`src/rtl/pixel_delay_line.sv`:
```
// Programmable-depth delay line for pixel, control and valid, keeping raw RGB
// aligned with the YUV path. Supports stall via en and a flushing delay reload.
module pixel_delay_line #(
    parameter int DW        = 8,
    parameter int NCH       = 3,
    parameter int CW        = 3,
    parameter int MAX_DELAY = 8,
    parameter int DEF_DELAY = 4,
    parameter int DLW       = $clog2(MAX_DELAY + 1)
) (
    input  logic                clk,
    input  logic                rst,
    input  logic                en,
    input  logic [NCH*DW-1:0]   in_pix,
    input  logic [CW-1:0]       in_c,
    input  logic                in_valid,
    input  logic                dly_load,
    input  logic [DLW-1:0]      dly_req,
    output logic [NCH*DW-1:0]   out_pix,
    output logic [CW-1:0]       out_c,
    output logic                out_valid,
    output logic                primed,
    output logic [DLW-1:0]      dly_cur
);

    logic [MAX_DELAY-1:0][NCH*DW-1:0] r_pix;
    logic [MAX_DELAY-1:0][CW-1:0]     r_c;
    logic [MAX_DELAY-1:0]             r_vld;
    logic [DLW-1:0]                   r_dly;
    logic [DLW-1:0]                   r_cnt;
    logic [DLW-1:0]                   w_req;

    // Requested delay is forced into 1..MAX_DELAY before it is adopted
    always_comb begin
        w_req = dly_req;
        if (dly_req == '0)
            w_req = DLW'(1);
        else if (dly_req > DLW'(MAX_DELAY))
            w_req = DLW'(MAX_DELAY);
    end

    always_ff @(posedge clk) begin
        if (rst) begin
            r_pix <= '0;
            r_c   <= '0;
            r_vld <= '0;
            r_cnt <= '0;
            r_dly <= DLW'(DEF_DELAY);
        end else if (dly_load) begin
            r_pix <= '0;
            r_c   <= '0;
            r_vld <= '0;
            r_cnt <= '0;
            r_dly <= w_req;
        end else if (en) begin
            for (int k = MAX_DELAY - 1; k >= 1; k--) begin
                r_pix[k] <= r_pix[k-1];
                r_c[k]   <= r_c[k-1];
                r_vld[k] <= r_vld[k-1];
            end
            r_pix[0] <= in_pix;
            r_c[0]   <= in_c;
            r_vld[0] <= in_valid;
            if (r_cnt != r_dly)
                r_cnt <= r_cnt + DLW'(1);
        end
    end

    // Tap stage dly_cur-1; r_dly is always in 1..MAX_DELAY so one arm matches
    always_comb begin
        out_pix   = '0;
        out_c     = '0;
        out_valid = 1'b0;
        for (int k = 0; k < MAX_DELAY; k++) begin
            if (r_dly == DLW'(k + 1)) begin
                out_pix   = r_pix[k];
                out_c     = r_c[k];
                out_valid = r_vld[k];
            end
        end
    end

    assign primed  = (r_cnt == r_dly);
    assign dly_cur = r_dly;

endmodule

```
`config.mk`:
```
export PLATFORM = sky130hd
export DESIGN_NAME = pixel_delay_line
export DESIGN_NICKNAME = d
export VERILOG_FILES = /design/src/rtl/pixel_delay_line.sv
export SDC_FILE = /design/constraint.sdc
export NUM_CORES = 1
export LEC_CHECK = 0
export ABC_AREA = 1
export CORE_ASPECT_RATIO = 0.7
export CORE_MARGIN = 2
export CORE_UTILIZATION = 52
export DETAILED_ROUTE_END_ITERATION = 7
export DONT_BUFFER_PORTS = 1
export PLACE_DENSITY = 0.63
export SLEW_MARGIN = 20
export SYNTH_ARGS = -nofsm -noshare
export SYNTH_HDL_FRONTEND = slang
export SYNTH_SLANG_ARGS = --single-unit
```
`constraint.sdc`:
```
create_clock -name clk -period 2.6 [get_ports clk]
set_input_delay 0.52 -clock clk [delete_from_list [all_inputs] [get_ports clk]]
set_output_delay 0.52 -clock clk [all_outputs]
set_load 0.02 [all_outputs]
```
==> qor.txt <==
ANT nets after route: 0
Post-Place Cells: 1548
Post-synthesis compound-gate area fraction: 17.0%
Main combinational cell family by area after synthesis: simple AND/OR/NAND/NOR gates
Fin Clk Skew: 0.00576 ns
Crit path time final: 2.58 ns
XOR/XNOR Fraction of Synth Area: 0.270%
Largest net degree at the start of global routing: 231
Endpoint class of the critical path: output pin
IO Count: 69
Post-synthesis mux area share: 0%
Synth top area cells: dfxtp_1, nand2_1, a21oi_1
YS warnings: 0
Maximum buffer depth of the clock tree: 3
Pre-antenna DRT Iters: 5
Initial Util: 53.5%
Util after Layout: 60.3%
Total CTS buffers: 23
Fmax: 388 MHz
M1 GR Usage: 35.2%
Full die area: 0.0199 mm^2
# setup viols final: 0
GR Layer Usage met3: 3.55%
Final hold violation count: 0
Max H-tree Level: 1
Synth-to-Final Area Change: 12.6%
Crit share post-route: 99.1%
Worst-path fanout max: 14
CTS tree: built
Mapped cell area: 0.00975 mm^2
Post-Place Cell Area: 0.0101 mm^2
Final non-filler cell total: 1591
Routability Congestion: 0.779
Vias in the first global route: 8078
Worst hold slack: 0.0698 ns
Worst slack, placed: 0.435 ns
Detail-routed via count per cell: 5.66
Outcome: complete, no violations
Worst IR Drop VDD: 0.000420 V
Synth Area in Simple Gates: 28.3%
Yosys top cell by area: dfxtp_1
Final wirelength: 25700 um
GRT busiest layer: met2
Min-delay worst type: in2reg
Synth Net Count: 1400
#FFs+latches synth: 232
Clock sink count: 232
Via count: 9002
Core area: 0.0182 mm^2
Post-route DRC violation count: 0
Clk pin slew, worst setup/hold paths: 0.06 ns
Mapped Cells: 1363
Total track usage: 25.1%
Met2 Use GR: 40.4%
Std cell rows: 41
DR iter-0 viols: 925
Power Density: 676 mW/mm^2
Post-Syn Area per Cell: 7.15 um^2
Leak: 3.66 nW
Adder-cell share of the synthesized area: 0.128%
Layout cells sized above 1: 8.71%
Worst-skew pair later-pin latency: 0.51 ns
Number of port buffers: 0
Hold-fix buffers, CTS: 0
Worst Path Required: 2.08 ns
Final net count: 1377
Register area share after synthesis: 47.6%
Die H: 119 um
Initial antenna violation count: 0
Root buf cell: clkbuf_16
First-pass GRT wire length: 41200 um
Unrepaired setup endpoints after global routing: yes
Die W: 168 um
Share of the synthesized area in the top cell type: 47.6%
Rel. slew slack: 47.0%
Crit path DAT: 2.06 ns
Routed WL per cell: 16.2 um
Number of max-cap violations: 0
Design Area, Final: 0.0110 mm^2
Setup ws final: 0.0240 ns
Least-Margin Pin Slew: 0.794 ns
DP Wirelength: 14700 um
Total gr overflow: 0
Startpoint Class: flop
Yosys cell types: 27
Slew Viols, Final: 0
# diodes: 0
Setup Crit Path Kind: reg2out
per-layer routing:
metal  vias to the layer above  wire length (um)  part of all wire, %
met5                         -                 0                    0
met4                         0               680                  2.6
met1                      4239             12100                   47
met2                       217             11800                   46
li1                       4497                 -                    -
met3                        49              1170                  4.5
cell usage after synthesis (all sizes together):
cell type	n
o211ai	27
xor2	3
ha	1
nor4	1
clkbuf	60
clkinv	1
nand3	91
nor2	13
nand2	495
dfxtp	232
a21oi	228
inv	42
a221o	1
a211oi	1
nand4	55
and2	1
nor3	1
buf	51
o22ai	2
o21ai	57
path summary, 6_finish.rpt:
kind / startpoint / slack (ns) / depth (start not counted) / to
min: rst / 0.07 / 1 / dly_cur[3]
max reg2reg: dly_cur[1] / 1.01 / 9 / r_cnt[1]
max: dly_cur[2] / 0.02 / 7 / out_pix[18]
min reg2reg: r_pix[191] / 0.46 / 2 / r_pix[191]
stage by stage:
stage                     power, mW  setup TNS, ns
after global routing           7.70        -0.0500
after detailed placement       4.22              0
after floorplan                4.09              0
after CTS                      7.47              0
after global placement         4.21              0
final                          7.42              0
layout by cell type (no fill, tap or decap), drive strengths merged:
cell type  synthesis  layout
nor4               1       1
nor3               1       1
a221o              1       1
bufinv             0       1
clkinv             1       6
o211ai            27      27
dfxtp            232     232
xor2               3       3
buf               51      61
inv               42      43
o21ai             57      57
and2               1       1
nand2            495     495
nor2              13      13
o22ai              2       2
a21oi            228     228
nand4             55      55
clkbuf            60      34
a211oi             1       1
nand3             91      91
ha                 1       1
clkinvlp           0       1
where the power goes:
group,leakage [nW],total [mW],switching [mW],internal (mW)
sequential,1.88,3.65,0.0401,3.61
clock,0.368,3.26,1.37,1.89
combinational,1.41,0.513,0.356,0.157
timing repair:
item,in CTS,in global routing
setup endpoints to repair,25,28
pin swaps,0,1
buffers inserted,0,1
gates resized for setup,5,12
gates cloned,0,2
endpoints found under the hold margin,0,0
sequential cells by signal, summed over array words and instances, names as in the netlist:
name / cells
r_pix: 192
r_cnt: 4
dly_cur: 4
r_vld: 8
r_c: 24
cells by family (layout without fill, tap and decap cells):
kind of cell               count (synthesis)  after routing
adders and majority gates                  1              1
buffers and inverters                    154            146
DFF                                      232            232
xor gates and xnor gates                   3              3
and+or+nand+nor                          657            657
AOI/OAI and AO/OA                        316            316
worst max-delay path, cell delays in order, from the launching register on:
cell and delay (ns):
dfxtp_4 0.36, buf_4 0.17, nor4_4 0.27, buf_4 0.20, buf_12 0.17, nand2_1 0.07
nand4_1 0.13, buf_4 0.16
cell type report:
cell class / count / area [um^2]
clock buffer: 32 / 669
clock inverter: 8 / 71.3
fill: 1718 / 7230
inverter: 43 / 174
multi-input combinational: 977 / 4480
sequential: 232 / 4650
tap: 236 / 295
timing repair buffer: 63 / 636
No activity file was read; power rests on OpenSTA's default activity.
